File: config.mk
export PLATFORM = sky130hd
export DESIGN_NAME = wave_capture
export DESIGN_NICKNAME = d
export VERILOG_FILES = /design/src/rtl/wave_pkg.sv /design/src/rtl/edge_detect_rise.sv /design/src/rtl/wave_capture.sv
export SDC_FILE = /design/constraint.sdc
export NUM_CORES = 1
export LEC_CHECK = 0
export CORE_ASPECT_RATIO = 0.6
export CORE_MARGIN = 8
export CORE_UTILIZATION = 26
export DETAILED_ROUTE_END_ITERATION = 6
export GPL_TIMING_DRIVEN = 0
export PLACE_DENSITY_LB_ADDON = 0.3
export SYNTH_ARGS = -nofsm -noshare
export SYNTH_HDL_FRONTEND = slang
export SYNTH_HIERARCHICAL = 1
export SYNTH_SLANG_ARGS = --single-unit
File: constraint.sdc
create_clock -name clk -period 5.3 [get_ports clk]
set_input_delay 1.06 -clock clk [delete_from_list [all_inputs] [get_ports clk]]
set_output_delay 1.06 -clock clk [all_outputs]
set_load 0.02 [all_outputs]
File: src/rtl/wave_pkg.sv
// wave_pkg: shared definitions for the waveform capture path and its display reader.
//   - wave_state_t       : capture FSM encoding (ARMED / ACTIVE / WAIT)
//   - width localparams  : RAM offset/address widths, audio and display sample widths
//   - to_display_sample  : signed 16-bit audio sample -> unsigned 8-bit display sample
package wave_pkg;

    localparam int WAVE_OFFSET_W = 8;
    localparam int WAVE_ADDR_W   = 9;
    localparam int SAMPLE_W      = 16;
    localparam int DISP_SAMPLE_W = 8;

    typedef enum logic [1:0] {
        ARMED  = 2'd0,
        ACTIVE = 2'd1,
        WAIT   = 2'd2
    } wave_state_t;

    // Flipping the sign bit turns two's complement into offset binary, so the
    // most negative input maps to 0 and zero maps to mid-scale (8'h80).
    function automatic logic [DISP_SAMPLE_W-1:0] to_display_sample(
        input logic [SAMPLE_W-1:0] s
    );
        return {~s[SAMPLE_W-1], s[SAMPLE_W-2 -: DISP_SAMPLE_W-1]};
    endfunction

endpackage

File: src/rtl/edge_detect_rise.sv
// edge_detect_rise: registered rising-edge detector.
//   clk   : system clock
//   reset : synchronous, active-high; clears the history register to 0
//   level : level input to watch
//   rise  : high while level is 1 and its registered copy from last cycle is 0
module edge_detect_rise (
    input  logic clk,
    input  logic reset,
    input  logic level,
    output logic rise
);

    logic level_q;

    always_ff @(posedge clk) begin
        if (reset) begin
            level_q <= 1'b0;
        end else begin
            level_q <= level;
        end
    end

    assign rise = level & ~level_q;

endmodule

File: src/rtl/wave_capture.sv
// wave_capture: arms on a positive-going zero crossing of the audio stream and
// writes 256 (optionally decimated) display samples into the half of a 512-entry
// double-buffered RAM that is not being displayed, then flips read_index on the
// next rising edge of wave_display_idle.
//   clk, reset         : system clock, synchronous active-high reset
//   new_sample_ready   : one-cycle strobe qualifying new_sample_in
//   new_sample_in      : signed 16-bit audio sample
//   wave_display_idle  : high while the display is outside its drawing region
//   write_address      : RAM write address {~read_index, offset}
//   write_enable       : one-cycle RAM write strobe
//   write_sample       : unsigned 8-bit display sample
//   read_index         : RAM half currently shown by the display
//   capturing          : high while the FSM is in ACTIVE
//
// Stream protocol: there is no back-pressure. new_sample_ready acts as a valid
// that is always accepted in the cycle it is high; the resulting RAM write
// (write_enable with its address and data) appears registered one cycle later.
module wave_capture
    import wave_pkg::*;
#(
    parameter int DECIMATE = 1,
    parameter int TIMEOUT  = 4096
) (
    input  logic                     clk,
    input  logic                     reset,
    input  logic                     new_sample_ready,
    input  logic [SAMPLE_W-1:0]      new_sample_in,
    input  logic                     wave_display_idle,
    output logic [WAVE_ADDR_W-1:0]   write_address,
    output logic                     write_enable,
    output logic [DISP_SAMPLE_W-1:0] write_sample,
    output logic                     read_index,
    output logic                     capturing
);

    // Counter only ever has to reach TIMEOUT-1.
    localparam int                TO_W     = (TIMEOUT > 1) ? $clog2(TIMEOUT) : 1;
    localparam logic [TO_W-1:0]   TO_LAST  = TO_W'(TIMEOUT - 1);
    localparam bit                TO_EN    = (TIMEOUT != 0);
    localparam logic [3:0]        DEC_LAST = 4'(DECIMATE - 1);

    wave_state_t                 state, state_next;
    logic [WAVE_OFFSET_W-1:0]    offset, offset_next;
    logic [3:0]                  decim_cnt, decim_next;
    logic [TO_W-1:0]             timeout_cnt, timeout_next;
    logic [SAMPLE_W-1:0]         prev_sample, prev_next;
    logic                        read_index_next;
    logic                        we_next;
    logic [WAVE_ADDR_W-1:0]      addr_next;
    logic [DISP_SAMPLE_W-1:0]    sample_next;
    logic                        idle_rise;
    logic                        trigger;
    logic                        forced;

    edge_detect_rise u_idle_edge (
        .clk   (clk),
        .reset (reset),
        .level (wave_display_idle),
        .rise  (idle_rise)
    );

    // Positive-going zero crossing: previous sample negative, current non-negative.
    assign trigger = prev_sample[SAMPLE_W-1] & ~new_sample_in[SAMPLE_W-1];
    assign forced  = TO_EN && (timeout_cnt == TO_LAST);

    always_comb begin
        state_next      = state;
        offset_next     = offset;
        decim_next      = decim_cnt;
        timeout_next    = timeout_cnt;
        read_index_next = read_index;
        we_next         = 1'b0;
        addr_next       = write_address;
        sample_next     = write_sample;
        prev_next       = new_sample_ready ? new_sample_in : prev_sample;

        case (state)
            ARMED: begin
                if (new_sample_ready) begin
                    if (trigger || forced) begin
                        we_next      = 1'b1;
                        addr_next    = {~read_index, {WAVE_OFFSET_W{1'b0}}};
                        sample_next  = to_display_sample(new_sample_in);
                        offset_next  = WAVE_OFFSET_W'(1);
                        decim_next   = 4'd0;
                        timeout_next = '0;
                        state_next   = ACTIVE;
                    end else begin
                        timeout_next = timeout_cnt + 1'b1;
                    end
                end
            end
            ACTIVE: begin
                if (new_sample_ready) begin
                    if (decim_cnt == DEC_LAST) begin
                        decim_next  = 4'd0;
                        we_next     = 1'b1;
                        addr_next   = {~read_index, offset};
                        sample_next = to_display_sample(new_sample_in);
                        // Offset wraps to 0 after the last slot; WAIT stops further writes.
                        offset_next = offset + 1'b1;
                        if (offset == {WAVE_OFFSET_W{1'b1}}) begin
                            state_next = WAIT;
                        end
                    end else begin
                        decim_next = decim_cnt + 1'b1;
                    end
                end
            end
            WAIT: begin
                // Only a fresh 0->1 idle edge hands the new buffer to the display,
                // so each frame sees at most one flip.
                if (idle_rise) begin
                    read_index_next = ~read_index;
                    timeout_next    = '0;
                    state_next      = ARMED;
                end
            end
            default: begin
                state_next = ARMED;
            end
        endcase
    end

    always_ff @(posedge clk) begin
        if (reset) begin
            state         <= ARMED;
            offset        <= '0;
            decim_cnt     <= '0;
            timeout_cnt   <= '0;
            prev_sample   <= '0;
            read_index    <= 1'b0;
            write_enable  <= 1'b0;
            write_address <= '0;
            write_sample  <= '0;
            capturing     <= 1'b0;
        end else begin
            state         <= state_next;
            offset        <= offset_next;
            decim_cnt     <= decim_next;
            timeout_cnt   <= timeout_next;
            prev_sample   <= prev_next;
            read_index    <= read_index_next;
            write_enable  <= we_next;
            write_address <= addr_next;
            write_sample  <= sample_next;
            capturing     <= (state_next == ACTIVE);
        end
    end

endmodule

Word level (Yosys, flattened, before mapping) --
Index checks and enable logic that the tools add are counted.
Storage, ports and cells: register bits 63, word-level logic and storage cells 74, input port bits 20, output and inout port bits 20
Cells by class: equality and inequality tests 10, reduce and logical (&&, ||, !) cells 9, add/subtract/negate cells 3, bitwise gates (word level) 5, multiplexer cells 36
Operator list (count):
- $mux 8 | 8
- $mux 12 | 3
- $mux 9 | 4
- $pmux 8 s2 | 2
- $pmux 12 s2 | 1
- $pmux 9 s2 | 1
- $mux 4 | 4
- $add 12x1->12 const B | 1
- $eq 12x12->1 const B | 1
- $mux 2 | 6
- $ne 2x2->1 const B | 5
- $add 8x1->8 const B | 1
- $eq 8x8->1 const B | 1
- $pmux 4 s2 | 1
- $pmux 2 s3 | 1
- $reduce_and 5->1 | 1
- $add 4x1->4 const B | 1
- $eq 2x1->1 const B | 2
- $logic_not 4->1 | 1
- $mux 1 | 4
- $reduce_and 4->1 | 1
- $reduce_bool 2->1 | 2
- $not 1->1 | 3
- $reduce_and 3->1 | 1
- 6 further kinds | 7

Logic depth before layout (Yosys ltp) --
word-level depth 7, mapped depth 7, mapped depth without buffers 6

Hierarchy --
The synthesis kept the hierarchy.
By module, submodules not included:
- wave_capture | area an instance 2352.3 µm², instances 1, cells an instance 273, sequential area each 940.9 µm²
- edge_detect_rise | area an instance 47.5 µm², instances 1, cells an instance 3, sequential area each 20.0 µm²

Worst setup path before layout --
OpenSTA, ideal clock, no wires.
kind input -> register, from input new_sample_ready, to register write_sample[0], setup time 70 ps, cell stages on the path 6, setup slack 2987 ps, arrival time 2243 ps, path buffers 2, data required time 5230 ps, path through buf_2 or3b_1 buf_2 nor4_4 o21ai_1 a21oi_1
Between the ends: longest elaborated chain between the ends 2, elaborated cells between the ends (all ways) 3, classes of those cells eq/ne: 2; reduce/logical: 1
RTL lines:
- start, declared | line wave_capture.sv:26 | input logic new_sample_ready,
- $ne 2x2->1 (no line)
- $reduce_and 5->1 (no line) *
- end signal, assigned | line wave_capture.sv:146 | write_sample <= sample_next;
- end, declared | line wave_capture.sv:31 | output logic [DISP_SAMPLE_W-1:0] write_sample,
Mark *: on every way between the ends. The rest lies on a longest branch, timed or not. A chain may end at the register's enable or synchronous reset.

==> qor.csv <==
metric;value;unit
Clock Path Buffers;2;
CP startpoint kind;input port;
initial antenna violation count;0;
Post-CTS Setup Repair Bufs;0;
CTS buffer count;5;
Routed WL;6.799;mm
Async SR Flop Fraction;0;%
Site Rows;27;
crit-path max FO;10;
syn nets;300;
Worst-Margin Slew;0.9328;ns
Final Max Tran Viols;0;
first-pass GRT wire length;11.36;mm
vias per cell;5.274;
Cell Area, Synth;0.002400;mm^2
Pwr Density;255.5;mW/mm^2
GR Overflow Total;0;
Sw Share;23.46;%
Synth Register Bits;48;
LEAKAGE;0.001026;uW
total die area;0.01266;mm^2
Net Sw Power;179.3;uW
Period minus WS final;2.904;ns
Synth Area per Inst;8.695;um^2
max-cap violations;0;
CTS Root Cell;clkbuf_16;
Internal;584.9;uW
Starting Density;26.41;%
# setup viols final;0;
Detailed Routing Iterations Pass 1;4;
share of Yosys cell area claimed by the top area cell type;40.04;%
total power;764.3;uW
crit end category;flop;
most common cell in the netlist;dfxtp_1;
clock tree sinks;48;
post-synthesis cell count;276;
Clock transition at path regs;0.06;ns
top_reg_cell synth;dfxtp_1;
die width;140.0;um
most instantiated cells after synthesis;48 x dfxtp_1, 28 x nand3_1, 24 x a21oi_1;
TritonCTS clock tree;done;
synth warn;6;
slowest CP cell;clkdlybuf4s50_1;
P&R area growth vs syn;24.66;%
# IOs;40;
Hold Buf Count CTS;0;
Crit path required time;5.48;ns
GPL Wtd Cong;0.8102;
area leader, netlist;dfxtp_1;
Die Height;90.42;um
min-delay worst type;reg -> reg;
Clk pwr share;41.6;%
Setup TNS;0;ns
post-cts repair resize count;0;
vias in the first global route;2152;
via count;2268;
H-tree Lvls;2;
fin nets;337;
RSZ-0062 raised after global routing;no;
outcome;completed;
Layout Skew;0.005111;ns
logic gate share of total power;9.0;%
Sequential Power Share;49.3;%
Seq/Total Area, Yosys;40.04;%
Routed wire per std cell;15.81;um
diode count;0;
DP HPWL;5.006;mm
critical path arrival;3.08;ns
clk_lat worst skew;0.29;ns
largest net degree at the start of global routing;14;
fmax;344.3;MHz
remaining antenna violation count;0;
GRT Util Overall;10.98;%
top cells by area, synth;dfxtp_1 40%, nand3_1 5.8%, a21oi_1 5.0%;
CP Cell Sequence;clkdlybuf4s50_1, buf_2, clkinv_1, o21ai_1, o31ai_1, mux2_2;
Distinct cells, synth;55;
Final Hold Viols;0;
VDD IR-drop max;106.1;uV
share of cells above drive strength 1;9.236;%
PortBufs;30;
CP max stage delay;0.52;ns
DR iter-0 viols;220;
slew margin rel.;37.39;%
Residual DRC;0;
Post-synth EDFFs;0;
worst setup path class;in -> reg;
total core area;0.009087;mm^2
Final period util;54.80;%
## power groups by stage
stage | Sequential [uW] | Clock (uW) | Combinational (uW)
after floorplan | 385 | 0 | 38.9
after global placement | 384 | 0 | 68.5
after detailed placement | 384 | 0 | 68.7
after CTS | 376 | 331 | 69.1
after global routing | 378 | 344 | 75.4
final | 377 | 318 | 69.1
## worst max-delay path: cells and delay by family
family                 cells  cell delay (ns)
buffers and inverters      3             1.10
AOI/OAI and AO/OA          2             0.62
muxes                      1             0.29
## per-stage QoR
| stage | hold slack (ns) | setup slack [ns] | utilization, % | cell area (um^2) | std cells |
|---|---|---|---|---|---|
| 2_1_floorplan | 0.4649 | 2.987 | - | 2400 | 276 |
| 3_3_place_gp | 0.4544 | 2.090 | 31.31 | 2845 | 422 |
| 3_5_place_dp | 0.4548 | 2.068 | 31.31 | 2845 | 422 |
| 4_1_cts | 0.4635 | 2.377 | 32.92 | 2992 | 430 |
| 5_1_grt | 0.4880 | 2.247 | 32.92 | 2992 | 430 |
| 6_report | 0.4631 | 2.396 | 32.92 | 2992 | 430 |
## final timing paths
check | start | end | slack [ns] | depth (start not counted)
hold / removal | write_sample[0] | write_sample[0] | 0.46 | 2
hold reg to reg | write_sample[0] | write_sample[0] | 0.46 | 2
setup / recovery | reset | timeout_cnt[5] | 2.40 | 6
setup reg to reg | timeout_cnt[0] | timeout_cnt[1] | 3.14 | 5
## area by class of cell
type	instances	area, um^2
clock buffers	8	146.4
plain buffers	18	86.33
flip-flops and latches	48	960.9
inverters	5	18.77
repair buffers	30	300.3
well taps	116	145.1
fillers	929	6096
multi-input cells	205	1334
## flip-flops by register name (all words and copies together), names as in the netlist
register,flops
timeout_cnt,12
write_address,9
offset,8
write_sample,8
decim_cnt,4
state,2
capturing,1
prev_sample,1
read_index,1
u_idle_edge/level_q,1
write_enable,1
## layer usage
metal  part of all wire (%)  wire length (um)  track usage (%)
met1                     54              3668            16.57
met2                     38              2597            14.74
met3                    7.1               481            3.166
met4                   0.75                51            2.156
met5                      0                 0                0
## logic make-up (layout without fill, tap and decap cells)
logic type,count (synthesis),count (layout),synth area share (%)
AO/OA/AOI/OAI,81,81,23.41
XOR/XNOR,1,1,0.3650
adder cells (fa/ha/maj),4,4,2.086
buffers and inverters,23,61,4.380
flip-flops,48,48,40.04
multiplexers,3,3,1.303
AND/OR/NAND/NOR,116,116,28.41
## cell usage in the layout, fill, tap and decap left out, types with 3 or more instances in the layout
cell type,synthesis,layout
a21o_1,4,4
a21oi_1,24,24
a311oi_1,5,5
a31oi_1,11,11
a41oi_1,3,3
and3_1,4,4
buf_2,6,6
clkbuf_1,10,12
clkbuf_16,0,5
clkdlybuf4s50_1,0,30
dfxtp_1,48,48
ha_1,4,4
nand2_1,18,18
nand2b_1,3,3
nand3_1,28,28
nand4_1,10,10
nor2_1,12,12
nor2b_1,5,5
nor3_1,10,10
nor4_1,6,6
o21a_1,3,3
o21ai_1,12,12
o31ai_1,3,3
or3_1,5,5
Note: power is estimated with default switching activity, not from simulation.
